[config.mk]
export PLATFORM = sky130hd
export DESIGN_NAME = serial_cmp_ctrl_flat
export DESIGN_NICKNAME = d
export VERILOG_FILES = /design/src/rtl/serial_cmp_ctrl_if.sv /design/src/rtl/serial_cmp_ctrl.sv /design/src/flat_wrapper.sv
export SDC_FILE = /design/constraint.sdc
export NUM_CORES = 1
export LEC_CHECK = 0
export CORE_MARGIN = 5
export CORE_UTILIZATION = 49
export DETAILED_ROUTE_END_ITERATION = 8
export GPL_TIMING_DRIVEN = 0
export MAX_ROUTING_LAYER = met4
export PLACE_DENSITY = 0.8
export SLEW_MARGIN = 0
export SYNTH_ARGS = -nofsm -noshare
export SYNTH_HDL_FRONTEND = slang
export SYNTH_SLANG_ARGS = --single-unit
[constraint.sdc]
create_clock -name clk -period 2.39 [get_ports clk]
set_input_delay 0.478 -clock clk [delete_from_list [all_inputs] [get_ports clk]]
set_output_delay 0.478 -clock clk [all_outputs]
set_load 0.05 [all_outputs]
[src/rtl/serial_cmp_ctrl_if.sv]
// Request/result and comparator-lane bundle for serial_cmp_ctrl.
// The slave side is the sequencer; the master side is the requester plus the shared comparator.
interface serial_cmp_ctrl_if #(
    parameter int WIDTH = 8
);
    logic             start;
    logic [WIDTH-1:0] a;
    logic [WIDTH-1:0] b;
    logic             cmp_x;
    logic             cmp_y;
    logic             cmp_z;
    logic             busy;
    logic             done;
    logic             eq;
    logic             gt;
    logic             lt;

    modport slave (
        input  start, a, b, cmp_z,
        output cmp_x, cmp_y, busy, done, eq, gt, lt
    );

    modport master (
        output start, a, b, cmp_z,
        input  cmp_x, cmp_y, busy, done, eq, gt, lt
    );
endinterface

[src/rtl/serial_cmp_ctrl.sv]
// Word comparator built from one shared 1-bit equality comparator, walking
// operand bits MSB-first and stopping at the first differing bit.
module serial_cmp_ctrl #(
    parameter int WIDTH = 8
) (
    input logic               clk,
    input logic               rst_n,
    serial_cmp_ctrl_if.slave  bus
);
    localparam int IDXW = (WIDTH > 1) ? $clog2(WIDTH) : 1;

    typedef enum logic [1:0] {
        IDLE = 2'd0,
        RUN  = 2'd1,
        DONE = 2'd2
    } state_t;

    state_t           state;
    logic [WIDTH-1:0] ra;
    logic [WIDTH-1:0] rb;
    logic [IDXW-1:0]  idx;
    logic [IDXW-1:0]  idx_next;

    assign idx_next = idx - IDXW'(1);

    // cmp_x/cmp_y are registered with the bit for the coming RUN cycle, so the
    // comparator sees ra[idx]/rb[idx] without any decode after the flops.
    always_ff @(posedge clk or negedge rst_n) begin
        if (!rst_n) begin
            state     <= IDLE;
            ra        <= '0;
            rb        <= '0;
            idx       <= '0;
            bus.busy  <= 1'b0;
            bus.done  <= 1'b0;
            bus.eq    <= 1'b0;
            bus.gt    <= 1'b0;
            bus.lt    <= 1'b0;
            bus.cmp_x <= 1'b0;
            bus.cmp_y <= 1'b0;
        end else begin
            case (state)
                IDLE: begin
                    if (bus.start) begin
                        ra        <= bus.a;
                        rb        <= bus.b;
                        idx       <= IDXW'(WIDTH - 1);
                        bus.eq    <= 1'b0;
                        bus.gt    <= 1'b0;
                        bus.lt    <= 1'b0;
                        bus.busy  <= 1'b1;
                        bus.cmp_x <= bus.a[WIDTH-1];
                        bus.cmp_y <= bus.b[WIDTH-1];
                        state     <= RUN;
                    end
                end
                RUN: begin
                    if (!bus.cmp_z || idx == '0) begin
                        // A mismatching bit decides the order: the side holding the 1 is larger.
                        bus.eq    <= bus.cmp_z;
                        bus.gt    <= ~bus.cmp_z & bus.cmp_x;
                        bus.lt    <= ~bus.cmp_z & ~bus.cmp_x;
                        bus.busy  <= 1'b0;
                        bus.done  <= 1'b1;
                        bus.cmp_x <= 1'b0;
                        bus.cmp_y <= 1'b0;
                        state     <= DONE;
                    end else begin
                        idx       <= idx_next;
                        bus.cmp_x <= ra[idx_next];
                        bus.cmp_y <= rb[idx_next];
                    end
                end
                DONE: begin
                    bus.done <= 1'b0;
                    state    <= IDLE;
                end
                default: begin
                    bus.busy  <= 1'b0;
                    bus.done  <= 1'b0;
                    bus.cmp_x <= 1'b0;
                    bus.cmp_y <= 1'b0;
                    state     <= IDLE;
                end
            endcase
        end
    end
endmodule
[src/flat_wrapper.sv]
// flat-port wrapper written by rule: the top's interface ports become plain ports
module serial_cmp_ctrl_flat 
#(
    parameter int WIDTH = 8
)
  (clk, rst_n, bus_start, bus_a, bus_b, bus_cmp_z, bus_cmp_x, bus_cmp_y, bus_busy, bus_done, bus_eq, bus_gt, bus_lt);
  serial_cmp_ctrl_if #(.WIDTH(WIDTH)) bus_i ();
  input logic clk;
  input logic rst_n;
  input wire logic [$bits(bus_i.start)-1:0] bus_start;
  input wire logic [$bits(bus_i.a)-1:0] bus_a;
  input wire logic [$bits(bus_i.b)-1:0] bus_b;
  input wire logic [$bits(bus_i.cmp_z)-1:0] bus_cmp_z;
  output wire logic [$bits(bus_i.cmp_x)-1:0] bus_cmp_x;
  output wire logic [$bits(bus_i.cmp_y)-1:0] bus_cmp_y;
  output wire logic [$bits(bus_i.busy)-1:0] bus_busy;
  output wire logic [$bits(bus_i.done)-1:0] bus_done;
  output wire logic [$bits(bus_i.eq)-1:0] bus_eq;
  output wire logic [$bits(bus_i.gt)-1:0] bus_gt;
  output wire logic [$bits(bus_i.lt)-1:0] bus_lt;
  assign bus_i.start = bus_start;
  assign bus_i.a = bus_a;
  assign bus_i.b = bus_b;
  assign bus_i.cmp_z = bus_cmp_z;
  assign bus_cmp_x = bus_i.cmp_x;
  assign bus_cmp_y = bus_i.cmp_y;
  assign bus_busy = bus_i.busy;
  assign bus_done = bus_i.done;
  assign bus_eq = bus_i.eq;
  assign bus_gt = bus_i.gt;
  assign bus_lt = bus_i.lt;
  serial_cmp_ctrl #(.WIDTH(WIDTH)) u_core (.clk(clk), .rst_n(rst_n), .bus(bus_i));
endmodule
# [Yosys cells after proc, flatten, opt, wreduce, memory -nomap -nowiden]
# Cells that the tools add are included.
[totals] register_bits=28 latch_bits=0 mem_bits_rw=0 romBits=0 inputBits=20 out_inout_bits=7 word_cells=64 memories=0
[op_classes] add_sub_neg=1 n_mul=0 div=0 order_cmp=1 n_eq_ne=5 shifts=0 mux=28 bitwise_logic=6 n_reduce_logical=12
[op_table] operator="2-to-1 mux 1 bit" n=13
[op_table] operator="case mux 1 bit (3 select lines)" n=3
[op_table] operator="AND reduction 3 bit" n=3
[op_table] operator="case mux 1 bit (2 select lines)" n=4
[op_table] operator="AND reduction 2 bit" n=4
[op_table] operator="binary-select mux 1 bit (select 3 bit)" n=2
[op_table] operator="2-to-1 mux 3 bit" n=2
[op_table] operator="case mux 3 bit (2 select lines)" n=1
[op_table] operator="< comparator 3 x 4 -> 1 bit (second input constant)" n=1
[op_table] operator="2-to-1 mux 2 bit" n=2
[op_table] operator="inequality test 2 bit (second input constant)" n=2
[op_table] operator="inverter 1 bit" n=4
[op_table] operator="case mux 2 bit (2 select lines)" n=1
[op_table] operator="logical NOT 3 bit" n=1
[op_table] operator="subtractor 3 x 1 -> 3 bit (second input constant)" n=1
[op_table] operator="bitwise AND 1 bit" n=2
[op_table] operator="equality test 2 x 1 -> 1 bit (second input constant)" n=1
[op_table] operator="equality test 2 bit (second input constant)" n=1
[op_table] operator="logical NOT 2 bit" n=1
[op_table] operator="inequality test 2 x 1 -> 1 bit (second input constant)" n=1
[op_table] operator="nonzero test 2 bit" n=1
[op_table] operator="logical NOT 1 bit" n=1
[op_table] operator="logical OR 1 bit" n=1

# [Depth between registers and ports, before layout]
# Gate-level depths: netlist (run 1).
[logic_depth] ltp_word=5 depth_mapped=7 mapped_depth_nobuf=6

# [Worst setup path after synthesis (run 1)]
# OpenSTA, ideal clock, no wires.
[synth_timing] path_type="reg-to-reg" from="reg u_core.idx[0]" to="reg u_core.bus.cmp_y" setup_time_ns=0.138 arrival_ns=1.583 t_required_ns=2.252 setup_slack_ns=0.669 path_stages_with_launch=7 n_path_buf=1 period_less_slack_ns=1.721 path_cell_list="dfrtp_1 -> inv_1 -> ha_1 -> buf_2 -> mux2_2 -> o21ai_0 -> o32ai_1"
[synth_between] elab_chain_cells=5 elab_cells_between_ends=7 classes_between="add/sub (1); mux (4); reduce/logical (2)"
[synth_rtl] item="start: declaration" line_no="serial_cmp_ctrl.sv:21" rtl="logic [IDXW-1:0] idx;"
[synth_rtl] item="start signal: assignment" line_no="serial_cmp_ctrl.sv:47" rtl="idx <= IDXW'(WIDTH - 1);"
[synth_rtl] item="start signal: assignment" line_no="serial_cmp_ctrl.sv:69" rtl="idx <= idx_next;"
[synth_rtl] item="subtractor 3 x 1 -> 3 bit" line_no="serial_cmp_ctrl.sv:24" rtl="assign idx_next = idx - IDXW'(1);"
[synth_rtl] item="binary-select mux 1 bit (select 3 bit)" line_no="serial_cmp_ctrl.sv:71" rtl="bus.cmp_y <= rb[idx_next];"
[synth_rtl] item="2-to-1 mux 1 bit (implied by the code)" line_no="serial_cmp_ctrl.sv:71"
[synth_rtl] item="2-to-1 mux 1 bit *" line_no="serial_cmp_ctrl.sv:58" rtl="if (!bus.cmp_z || idx == '0) begin"
[synth_rtl] item="case mux 1 bit (3 select lines) *" line_no="serial_cmp_ctrl.sv:42" rtl="case (state)"
[synth_rtl] item="end signal: assignment" line_no="serial_cmp_ctrl.sv:53" rtl="bus.cmp_y <= bus.b[WIDTH-1];"
[synth_rtl] item="end signal: assignment" line_no="serial_cmp_ctrl.sv:71"
[synth_rtl] item="end: declaration" line_no="serial_cmp_ctrl_if.sv:20" rtl="output cmp_x, cmp_y, busy, done, eq, gt, lt"
# Mark *: on every way between the ends. The rest lies on a longest branch, timed or not. The select of a mux whose other input is x is not followed.
# A chain may end at the register's enable or synchronous reset.

# [Worst setup path in the final report (run 1)]
[layout_timing] from="reg u_core.bus.cmp_x" to="out bus_cmp_x"
[layout_lines] item="start: declaration" line_no="serial_cmp_ctrl_if.sv:20"
[layout_lines] item="start signal: assignment" line_no="serial_cmp_ctrl.sv:52" rtl="bus.cmp_x <= bus.a[WIDTH-1];"
[layout_lines] item="start signal: assignment" line_no="serial_cmp_ctrl.sv:70" rtl="bus.cmp_x <= ra[idx_next];"
[layout_lines] item="end: declaration" line_no="flat_wrapper.sv:14" rtl="output wire logic [$bits(bus_i.cmp_x)-1:0] bus_cmp_x;"
# No word-level cell between the ends.

==> results.md, run 1 <==
- Initial antenna violation count: 0
- Hold Vio Cnt, Final: 0
- RSZ-0062 raised after global routing: false
- Fillers: 199
- Pwr dens: 1190 nW/µm²
- #FFs+latches synth: 28
- Post-Syn Instances: 103
- Wire length of the first global-routing pass: 4.15 mm
- Routed wl met3: 119 µm
- Max_cap viols: 0
- DR WL/cell: 15.2 µm
- Final Cell Area: 1610 µm²
- Worst relative slew slack: 0.590
- Crit Path Category: reg -> out
- DIE HEIGHT: 61.4 µm
- Core ar.: 2500 µm²
- Gp weighted congestion: 0.798
- CP delay by family, top: buffers and inverters
- Post-CTS setup buffer count: 0
- Async set or reset register ratio after synthesis: 1.00
- Slew Limit Fails: 0
- Post-Route WL: 2.46 mm
- Post-route DRC violation count: 0
- Total Routing Usage GR: 0.153
- CP Cell Sequence: clkdlybuf4s50_1
- WL met1: 1.07 mm
- Final period utilization: 0.862
- Final setup TNS: 0 ns
- Gr ovfl total: 0
- Vias post-DR: 882
- Worst-case clock buffer depth: 2
- Max incr delay on CP: 0.83 ns
- Initial DRC count: 8
- Clock slew at reported path FFs: 0.13 ns
- Latest clock arrival within the worst-skew pair: 0.33 ns
- Number of synthesized flops with an enable pin: 0
- Distinct cell type count of the synthesized netlist: 27
- Post-CTS sizing: 0
- LEAKAGE: 0.703 nW
- Synth Flop Type: dfrtp_1
- Fraction of layout cells with a size suffix above 1: 0.212
- Type of destination of the critical path: output pin
- WL met2: 1.23 mm
- Number of global-route vias before repair: 970
- # port buffers: 26
- Die width: 61.4 µm
- Die area: 3770 µm²
- CP startpoint: u_core.bus.cmp_x$_DFFE_PN0P_
- Final core utilization: 0.644
- Fmax: 486 MHz
- Seq/Total Area, Yosys: 0.542
- Root buffer cell: clkbuf_4
- Area delta synth->final: 24.4%
- CTS Buf Count: 3
- CTS tree: yes
- Hold_buf cts: 0
- Clock skew: 0.00461 ns
- Outcome: complete, no violations
- Fin nets: 156
- Area of the mapped netlist: 1290 µm²
- Max Used Layer: met4
- HP Class: in -> async
- Hpwl dp: 1.90 mm
- Clock sinks: 28
- RR Startpoint: u_core.idx[0]$_DFFE_PN0P_
- Routed vias/inst: 5.44
- Final Critical Period: 2.06 ns
- Starting Density: 0.518
- Ys Warns: 0
- Slew @ Worst Pin: 0.616 ns
- Cell Area, Placed: 1590 µm²
- Ant diodes: 0
- Row count: 18
- H-tree levels: 1
- Max stage delay cell, worst path: clkdlybuf4s50_1
- Maximum VDD drop: 761 µV
- CP arrival: 1.58 ns
- Final setup vio count: 0
- Final ANT Viol Nets: 0
- Startpoint types: flop
- Largest net degree at the start of global routing: 29
- Syn Nets: 125
- IO Pins: 27
- Router iterations before antenna repair: 4
- Worst path bufs/invs: 1
- Avg Inst Size Synth: 12.6 µm²
- Crit-path max FO: 4
- Critical Path RT: 1.91 ns
## cells in the mapped netlist (all sizes together), types with 3 or more instances
| cell type | instances | share of area |
|---|---|---|
| inv | 4 | 0.012 |
| nand2 | 3 | 0.0087 |
| nand2b | 4 | 0.019 |
| mux2 | 18 | 0.16 |
| mux2i | 6 | 0.046 |
| nor3 | 3 | 0.012 |
| nand3 | 5 | 0.019 |
| dfrtp | 28 | 0.54 |
| buf | 4 | 0.024 |
| nor2 | 3 | 0.0087 |
| o21ai | 4 | 0.015 |
## metrics by stage
step | power [mW] | instances | setup slack, ns | hold WS [ns]
final | 1.92 | 162 | 0.331 | 0.141
after global routing | 2.05 | 162 | 0.278 | 0.182
after CTS | 1.94 | 162 | 0.312 | 0.500
after detailed placement | 1.75 | 159 | 0.298 | 0.468
after global placement | 1.72 | 159 | 0.302 | 0.459
after floorplan | 1.46 | 103 | 0.669 | 0.182
## where the power goes
part	switching, mW	total (mW)	internal (mW)	leakage, nW
combinational	0.500	0.936	0.436	0.360
clock	0.131	0.190	0.0592	0.0138
sequential	0.125	0.791	0.666	0.329
total	0.756	1.92	1.16	0.703
## area by class of cell
type,instances,area (µm²),share of cell area
Buffer,4,31.3,0.0194
Timing Repair Buffer,26,255,0.159
Tap cell,30,37.5,0.0233
Sequential cell,28,701,0.435
Inverter,4,15.0,0.00933
Multi-Input combinational cell,67,547,0.340
Clock buffer,3,22.5,0.0140
## cell families (layout without fill, tap and decap cells)
kind of cell | Yosys count | after routing | share of synthesized area
flip-flops | 28 | 28 | 0.542
AO/OA/AOI/OAI | 17 | 17 | 0.0929
adder cells (fa/ha/maj) | 2 | 2 | 0.0193
buffers and inverters | 8 | 37 | 0.0358
AND/OR/NAND/NOR | 23 | 23 | 0.0948
multiplexers | 24 | 24 | 0.203
XOR/XNOR | 1 | 1 | 0.0126
## sequential cells by signal, indices dropped and copies added (netlist names)
register,cells
u_core.ra,8
u_core.idx,3
u_core.bus.busy,1
u_core.bus.done,1
u_core.bus.gt,1
u_core.rb,8
u_core.bus.eq,1
u_core.state,2
u_core.bus.lt,1
u_core.bus.cmp_x,1
u_core.bus.cmp_y,1
## per-layer routing
metal | global-route usage | vias to the layer above
li1 | - | 429
met1 | 0.189 | 424
met2 | 0.251 | 24
met3 | 0.0189 | 5
met4 | 0.0697 | 0
met5 | - | -
## path summary, 6_finish.rpt
kind                       slack [ns]  cells after the start                            to
max reg2reg                      0.43                      6  u_core.bus.cmp_y$_DFFE_PN0P_
min reg2reg                      0.50                      1   u_core.bus.done$_DFFE_PN0P_
max                              0.33                      1                     bus_cmp_x
min in group clk                 0.50                      1   u_core.bus.done$_DFFE_PN0P_
min                              0.14                      1      u_core.ra[6]$_DFFE_PN0P_
max in group asynchronous        1.84                      1      u_core.rb[1]$_DFFE_PN0P_
## layout by cell type, fill, tap and decap left out, types with 2 or more instances in the layout
master            n
nor2_1            3
nand2b_1          4
clkdlybuf4s50_1  25
o21ai_0           4
mux2i_1           6
nand3_1           5
buf_2             2
ha_1              2
clkbuf_4          3
o22a_1            2
buf_4             2
nor3_1            3
dfrtp_1          28
o32ai_1           2
inv_1             4
nor2b_1           2
mux2_2           18
nand2_1           3
a2111oi_0         2
a21o_1            2
a21oi_1           2
(Power assumes the default switching activity.)
==> inputs of run 2 (changes only) <==
--- a/config.mk
+++ b/config.mk
@@ -5,7 +5,6 @@
 export SDC_FILE = /design/constraint.sdc
 export NUM_CORES = 1
 export LEC_CHECK = 0
-export CORE_MARGIN = 5
 export CORE_UTILIZATION = 49
 export DETAILED_ROUTE_END_ITERATION = 8
 export GPL_TIMING_DRIVEN = 0
==> run 2 against run 1 <==
Clock skew rose by 0.0058 ns. Fmax rose by 0.82%. Routed wire length fell by 2.8%. Critical path depth did not move. Sequential share of layout area fell by 0.50 points. First-iteration DRC count fell by 38%. Sequential cell count did not move. Final cell count rose by 0.62%. Count of clock-buffer cells in the layout rose by 1. Register-to-register slack got worse by 0.02 ns. Power rose by 2.2%.
==> results.md, run 2 (synthesis results as in run 1) <==
- Worst path bufs/invs: 1
- Slew @ Worst Pin: 1.18 ns
- Most frequent cells in the layout: 28 x dfrtp_1, 26 x clkdlybuf4s50_1, 18 x mux2_2, 6 x mux2i_1, 5 x nand3_1
- LEAKAGE: 0.710 nW
- Number of global-route vias before repair: 957
- Root buffer cell: clkbuf_4
- Router iterations before antenna repair: 4
- CP Cell Sequence: clkdlybuf4s50_1
- Post-Route WL: 2.39 mm
- # port buffers: 26
- Pwr dens: 1200 nW/µm²
- Min Hold Slack: 0.503 ns
- GRT Max-Usage Layer: met2
- Final Critical Period: 2.04 ns
- Initial antenna violation count: 0
- Outcome: complete, no violations
- Post-CTS sizing: 0
- Reg area: 701 µm²
- GR Layer Usage met2: 0.379
- Most common cell after layout, fill and taps aside: dfrtp_1
- Final ANT Viol Nets: 0
- Worst-case clock buffer depth: 2
- Startpoint types: flop
- Met1 usage: 0.233
- Crit-path max FO: 4
- Die width: 53.4 µm
- Gr ovfl total: 0
- Die area: 2850 µm²
- Latest clock arrival within the worst-skew pair: 0.33 ns
- Met3 Use GR: 0.0259
- Routed vias/inst: 5.52
- Fmax: 490 MHz
- Gp weighted congestion: 0.805
- IO Pins: 27
- Max_cap viols: 0
- Final Cell Area: 1630 µm²
- Crit Path Category: reg -> out
- Row count: 18
- Fillers: 204
- Cell Area, Placed: 1590 µm²
- Core ar.: 2480 µm²
- Critical Path RT: 1.91 ns
- Clock sinks: 28
- Total Routing Usage GR: 0.211
- Starting Density: 0.522
- DIE HEIGHT: 53.4 µm
- Post-CTS setup buffer count: 0
- CP delay by family, top: buffers and inverters
- Type of destination of the critical path: output pin
- DR WL/cell: 14.6 µm
- Slew Limit Fails: 0
- HP Class: reg -> reg
- Largest net degree at the start of global routing: 29
- Clock skew: 0.0104 ns
- Final setup vio count: 0
- Maximum VDD drop: 905 µV
- Biggest registers after layout: u_core.ra x8, u_core.rb x8, u_core.idx x3
- Hpwl dp: 1.81 mm
- Initial DRC count: 5
- Worst relative slew slack: 0.210
- CP arrival: 1.56 ns
- Clock slew at reported path FFs: 0.14 ns
- H-tree levels: 1
- Fraction of layout cells with a size suffix above 1: 0.211
- CTS Buf Count: 3
- Max stage delay cell, worst path: clkdlybuf4s50_1
- RSZ-0062 raised after global routing: false
- Hold Vio Cnt, Final: 0
- Final period utilization: 0.855
- Hold_buf cts: 0
- Final setup TNS: 0 ns
- Max incr delay on CP: 0.82 ns
- Vias post-DR: 900
- Post-route DRC violation count: 0
- Fin nets: 156
- Area delta synth->final: 25.8%
- Wire length of the first global-routing pass: 4.14 mm
- CTS tree: yes
- Ant diodes: 0
- Area of the multi-input gates: 547 µm²
[run 2: cell count changes in the layout (fill, tap and decap cells not counted), sizes merged]
cell,before,now
buf,5,4
clkbuf,3,4
clkdlybuf4s50,25,26
[run 2: final cells by class]
class                      count  area share
timing repair buffer          26       0.160
multi-input combinational     67       0.336
buffer                         4      0.0192
clock buffer                   4      0.0223
inverter                       4     0.00922
tap                           30      0.0231
sequential                    28       0.430
[run 2: worst paths after layout]
kind                       cells after the start  slack (ns)                          from                            to
hold / removal                                 1        0.50     u_core.bus.lt$_DFFE_PN0P_     u_core.bus.lt$_DFFE_PN0P_
setup reg to reg                               6        0.41     u_core.idx[0]$_DFFE_PN0P_  u_core.bus.cmp_y$_DFFE_PN0P_
setup / recovery                               1        0.35  u_core.bus.cmp_x$_DFFE_PN0P_                     bus_cmp_x
min in group asynchronous                      1        0.76                         rst_n     u_core.bus.eq$_DFFE_PN0P_
max in group asynchronous                      1        0.92                         rst_n      u_core.rb[3]$_DFFE_PN0P_
hold reg to reg                                1        0.50     u_core.bus.lt$_DFFE_PN0P_     u_core.bus.lt$_DFFE_PN0P_
[run 2: metal layers]
metal,part of all wire,vias up
met3,0.035,5
met1,0.42,441
li1,-,430
met4,0.015,0
met2,0.53,24
met5,0,-
[run 2: power breakdown]
| group | internal [mW] | leakage, nW | switching, mW |
|---|---|---|---|
| registers | 0.666 | 0.329 | 0.129 |
| logic | 0.436 | 0.360 | 0.500 |
| clock network | 0.0932 | 0.0210 | 0.135 |
[run 2: worst reg2reg max path, cell delays in order (launching register included)]
cell     delay, ns
dfrtp_1       0.49
inv_1         0.13
ha_1          0.31
buf_2         0.25
mux2_2        0.37
o21ai_0       0.20
o32ai_1       0.12
[run 2: metrics by stage]
step	cells	power [mW]	util	setup WS, ns
4_1_cts	163	1.97	0.657	0.323
6_report	163	1.96	0.657	0.347
3_3_place_gp	159	1.71	0.642	0.359
5_1_grt	163	2.09	0.657	0.255
2_1_floorplan	103	1.46	-	0.669
3_5_place_dp	159	1.75	0.642	0.348
